## src/rtl/pipeline_ctrl.sv

```systemverilog
// rtl/pipeline_ctrl.sv - pipeline stall/flush sequencer with saturating performance counters
// Mealy control of the PC and four pipeline latches, prioritised halt > dmem stall > branch > load-use > ifetch stall.
module pipeline_ctrl #(
  parameter int CNT_W = 32
) (
  input  logic             CLK,
  input  logic             nRST,
  input  logic             ihit,
  input  logic             dhit,
  input  logic             dmem_req_3,
  input  logic             lw_hazard,
  input  logic             branch_taken_3,
  input  logic             halt_3,
  output logic             pc_en,
  output logic             ifid_en,
  output logic             idex_en,
  output logic             exmem_en,
  output logic             memwb_en,
  output logic             ifid_flush,
  output logic             idex_flush,
  output logic             exmem_flush,
  output logic             memwb_flush,
  output logic             halt,
  output logic [CNT_W-1:0] cycle_cnt,
  output logic [CNT_W-1:0] stall_cnt,
  output logic [CNT_W-1:0] flush_cnt,
  output logic [CNT_W-1:0] bubble_cnt
);

  localparam logic [0:0] RUN    = 1'b0;
  localparam logic [0:0] HALTED = 1'b1;
  localparam logic [CNT_W-1:0] CNT_ONE = {{(CNT_W-1){1'b0}}, 1'b1};

  logic [0:0] state;
  logic [0:0] next_state;
  logic       inc_cycle;
  logic       inc_stall;
  logic       inc_flush;
  logic       inc_bubble;

  always_comb begin
    pc_en       = 1'b0;
    ifid_en     = 1'b0;
    idex_en     = 1'b0;
    exmem_en    = 1'b0;
    memwb_en    = 1'b0;
    ifid_flush  = 1'b0;
    idex_flush  = 1'b0;
    exmem_flush = 1'b0;
    memwb_flush = 1'b0;
    inc_cycle   = 1'b0;
    inc_stall   = 1'b0;
    inc_flush   = 1'b0;
    inc_bubble  = 1'b0;
    next_state  = state;
    // Gating on nRST keeps every latch closed while reset is held, regardless of the stored state.
    if (nRST && (state == RUN)) begin
      inc_cycle = 1'b1;
      if (halt_3) begin
        ifid_en     = 1'b1;
        idex_en     = 1'b1;
        exmem_en    = 1'b1;
        memwb_en    = 1'b1;
        ifid_flush  = 1'b1;
        idex_flush  = 1'b1;
        exmem_flush = 1'b1;
        next_state  = HALTED;
      end else if (dmem_req_3 && !dhit) begin
        // WB gets a bubble so the stalled MEM instruction does not retire twice.
        memwb_en    = 1'b1;
        memwb_flush = 1'b1;
        inc_stall   = 1'b1;
      end else if (branch_taken_3) begin
        pc_en       = 1'b1;
        ifid_en     = 1'b1;
        idex_en     = 1'b1;
        exmem_en    = 1'b1;
        memwb_en    = 1'b1;
        ifid_flush  = 1'b1;
        idex_flush  = 1'b1;
        exmem_flush = 1'b1;
        inc_flush   = 1'b1;
      end else if (lw_hazard) begin
        idex_en     = 1'b1;
        exmem_en    = 1'b1;
        memwb_en    = 1'b1;
        idex_flush  = 1'b1;
        inc_bubble  = 1'b1;
        inc_stall   = 1'b1;
      end else if (!ihit) begin
        ifid_en     = 1'b1;
        idex_en     = 1'b1;
        exmem_en    = 1'b1;
        memwb_en    = 1'b1;
        ifid_flush  = 1'b1;
        inc_stall   = 1'b1;
      end else begin
        pc_en       = 1'b1;
        ifid_en     = 1'b1;
        idex_en     = 1'b1;
        exmem_en    = 1'b1;
        memwb_en    = 1'b1;
      end
    end
  end

  always_ff @(posedge CLK or negedge nRST) begin
    if (!nRST) begin
      state <= RUN;
    end else begin
      state <= next_state;
    end
  end

  assign halt = (state == HALTED);

  // Counters hold at all-ones instead of wrapping.
  always_ff @(posedge CLK or negedge nRST) begin
    if (!nRST) begin
      cycle_cnt  <= '0;
      stall_cnt  <= '0;
      flush_cnt  <= '0;
      bubble_cnt <= '0;
    end else begin
      if (inc_cycle && (cycle_cnt != '1))   cycle_cnt  <= cycle_cnt + CNT_ONE;
      if (inc_stall && (stall_cnt != '1))   stall_cnt  <= stall_cnt + CNT_ONE;
      if (inc_flush && (flush_cnt != '1))   flush_cnt  <= flush_cnt + CNT_ONE;
      if (inc_bubble && (bubble_cnt != '1)) bubble_cnt <= bubble_cnt + CNT_ONE;
    end
  end

endmodule
```

## config.mk

```make
export PLATFORM = sky130hd
export DESIGN_NAME = pipeline_ctrl
export DESIGN_NICKNAME = d
export VERILOG_FILES = /design/src/rtl/pipeline_ctrl.sv
export SDC_FILE = /design/constraint.sdc
export NUM_CORES = 1
export LEC_CHECK = 0
export ABC_CLOCK_PERIOD_IN_PS = 2240
export CORE_MARGIN = 5
export CORE_UTILIZATION = 45
export CTS_CLUSTER_SIZE = 8
export DETAILED_ROUTE_END_ITERATION = 8
export GPL_TIMING_DRIVEN = 1
export PLACE_DENSITY = 0.76
export REMOVE_ABC_BUFFERS = 1
export SLEW_MARGIN = 30
export SYNTH_ARGS = -nofsm -noshare
export SYNTH_HDL_FRONTEND = slang
export SYNTH_SLANG_ARGS = --single-unit
```

## constraint.sdc

```tcl
create_clock -name CLK -period 2.24 [get_ports CLK]
set_input_delay 0.224 -clock CLK [delete_from_list [all_inputs] [get_ports CLK]]
set_output_delay 0.224 -clock CLK [all_outputs]
set_load 0.01 [all_outputs]
```

==> reports/results.ini <==
[logic_synthesis]
synthMuxAreaShare_pct = 1.243
avgSynthCellArea_um2 = 10.03
synth_edf_count = 0
synth_area_leaders = dfrtp_1, xnor2_1, xor2_1
synth-main-ff-cell = dfrtp_1
syn_area_um2 = 6241
yosysWarningCount = 0
yosys.area_share.simple_pct = 25.74
synth_top_family_by_area = simple AND/OR/NAND/NOR gates
synth_area_leader_cell = dfrtp_1
async_flop_share_pct = 100.0
ys_ff_latch = 129
synth_fa_ha_area_share_pct = 0.8019
syn_inst = 622
synth_top_area_share_pct = 51.72
synth_compound_area_share_pct = 2.185
ys_types = 48
yosysSeqAreaShare_pct = 51.72
synth_xor_xnor_area_share_pct = 16.42

[timing]
slew_headroom_pct = 47.94
tightest_slew_ns = 0.7809
period_needed_ns = 2.185
hold_viol = 0
fin_ws_ns = 0.05510
setup_viol_count_final = 0
clock-skew-final_ns = 0.005161
finalSetupTns_ns = 0
rsz0062_at_grt = true
clock.fmax_ghz = 0.4577
hold_ws_ns = 0.4791
fin_crit_sh_pct = 97.54
drv_slew = 0

[worst_setup_path]
required_ns = 2.58
ff2ff_path_depth = 6
cp_top_family = simple AND/OR/NAND/NOR gates
critPathMaxFanout = 4
slowest_stage = or4_4
worstSetupEndpointType = flop
endpoint = stall_cnt[28]
slowest_delay_ns = 0.50
cp.depth = 6
critPathArrivalTime_ns = 2.52
startpoint = stall_cnt[22]
cp_cell_sequence = nand4_1 -> or4_4 -> or2_0 -> or3_4 -> nor3_4 -> xor2_1
r2r-end = stall_cnt[28]
cp-start-kind = flop
path_buf_inv = 0
crit_type = reg2reg
r2r-start = stall_cnt[22]
r2r_setup_slack_ns = 0.06

[cts]
clockBufferDepth = 2
root_buffer = clkbuf_16
insertion_delay_ns = 0.41
cts_tree = yes
h-tree-depth = 4
clk_pin_slew_worst_paths_ns = 0.06
cts_buffers = 17
cts.sinks = 129

[power_and_ir_drop]
p_int_mw = 4.483
leakage_nw = 4.029
switching_share_pct = 21.21
pwr-share-clk_pct = 51.6
p_sw_mw = 1.206
p_total_mw = 5.689
powerDensity_nw_per_um2 = 631.8
vdd_ir_drop_max_mv = 0.4230
sequentialPowerShare_pct = 43.2
p_comb_share_pct = 5.3

[cells_and_area]
area_growth_pct = 44.29
finalNonFillerCells = 1029
diodes = 0
fin_area_um2 = 9005
nFillCells = 1071
layout-drive-gt1-share_pct = 13.55
final_core_util_pct = 65.64
final_nets = 848

[placed_design]
gp_congestion = 0.8640
place.port_buffers = 145
dp.cells = 985
place_ws_ns = -0.08083
hpwl_mm = 11.68
placed_area_um2 = 8225

[route]
wire_per_inst_um = 15.62
avgViaCountPerCell = 5.307
firstDrtPassIters = 5
drt-initial-drc-count = 275
num_vias = 5461
ant_nets = 0
drc = 0
routed_wl_mm = 16.07

[global_routing]
grt.total_usage_pct = 20.36
grt.overflow.total = 0
antenna_found_initial = 0
grt_pass1_vias = 5640
grt_pass1_wl_mm = 27.03
grt_max_degree = 70

[floorplan]
dieArea_um2 = 16320
die_height_um = 127.8
rows = 43
die_x_um = 127.8
boundaryPins = 146
initial_core_util_pct = 45.49
core_region_area_um2 = 13720

[run_status]
status = complete, no violations

[run]
maxCapViolCount = 0

[min_path]
hp-class = in2async

## area by class of cell
cell class                      count  area [um2]  share of cell area (%)
Clock inverter                     10       156.4                   1.737
Multi-Input combinational cell    463        2934                   32.58
Tap cell                          180       225.2                   2.501
Inverter                           22       82.58                  0.9170
Timing Repair Buffer              203        1902                   21.12
Sequential cell                   129        3231                   35.88
Clock buffer                       22       474.2                   5.266
## placed cells by master (no fill, tap or decap), types with 6 or more instances in the layout
cell             instances
xor2_1                  49
nand3_1                 51
nand4_1                 37
a21oi_1                  7
dlymetal6s2s_1           6
or3_1                    6
inv_1                   21
dfrtp_1                127
xnor2_1                 68
nor2_1                  66
and3_1                   6
and4_1                   6
buf_4                   57
nand2_1                 65
nor3_1                  28
clkbuf_16               17
clkdlybuf4s50_1        135
nor4_1                  10
## power by group through the flow
stage	Clock, mW	Combinational, mW	Sequential, mW
floorplan	0	0.0687	2.51
global placement	0	0.293	2.49
detailed placement	0	0.304	2.49
CTS	2.99	0.306	2.45
global route	3.09	0.332	2.46
finish	2.94	0.299	2.46
## synthesized netlist by cell type (2+ instances only)
cell type and count:
dfrtp_1 129, xnor2_1 68, nor2_1 67, nand2_1 65
nand3_1 51, xor2_1 49, nand4_1 37, nor3_1 29
inv_1 22, nor4_1 11, a21oi_1 7, or3_1 7
and3_1 6, and4_1 6, clkbuf_1 6, or4_1 6
mux2_2 5, or2_2 5, ha_1 4, nand2b_1 4
nor2b_1 3, nor3b_1 3, o21ai_0 3, a211oi_1 2
and2_1 2, nor4_4 2, o21ai_1 2
## sequential cells by signal, summed over array words and instances, names as in the netlist
name and cells:
cycle_cnt 32, halt 1, bubble_cnt 32, stall_cnt 32, flush_cnt 32
## routing by layer
layer  routed length (um)  GRT usage, %  vias to the layer above
li1                     -             -                     2572
met1                 6812         26.14                     2674
met2                 7782         31.92                      183
met3                 1107         6.208                       32
met4                  370         8.926                        0
met5                    0             0                        -
## worst register-to-register path: stages (launching register included)
cell	delay, ns
dfrtp_1	0.40
nand4_1	0.20
or4_4	0.51
or2_0	0.26
or3_4	0.38
nor3_4	0.21
xor2_1	0.17
## kinds of logic (layout without fill, tap and decap cells)
| kind of cell | Yosys count | count (layout) |
|---|---|---|
| xor gates and xnor gates | 117 | 117 |
| muxes | 7 | 7 |
| AOI/OAI and AO/OA | 22 | 22 |
| buffers and inverters | 30 | 257 |
| adders and majority gates | 4 | 4 |
| and+or+nand+nor | 313 | 313 |
| DFF | 129 | 129 |
## timing repair
action,in CTS,in global routing
cloned,0,0
gates resized for setup,4,17
setup endpoints to repair,6,34
endpoints found under the hold margin,0,4
hold buffers,0,1
setup buffers,0,11
pin swaps,0,4
## worst min-delay path by stage
stage,slack (ns),endpoint,startpoint
floorplan,-0.07,bubble_cnt[0],nRST
global placement,0.46,halt,nRST
finish,0.48,stall_cnt[1],nRST
CTS,0.03,halt,nRST
global route,0.50,stall_cnt[11],stall_cnt[11]
detailed placement,0.47,halt,nRST
No activity file was read; power rests on OpenSTA's default activity.
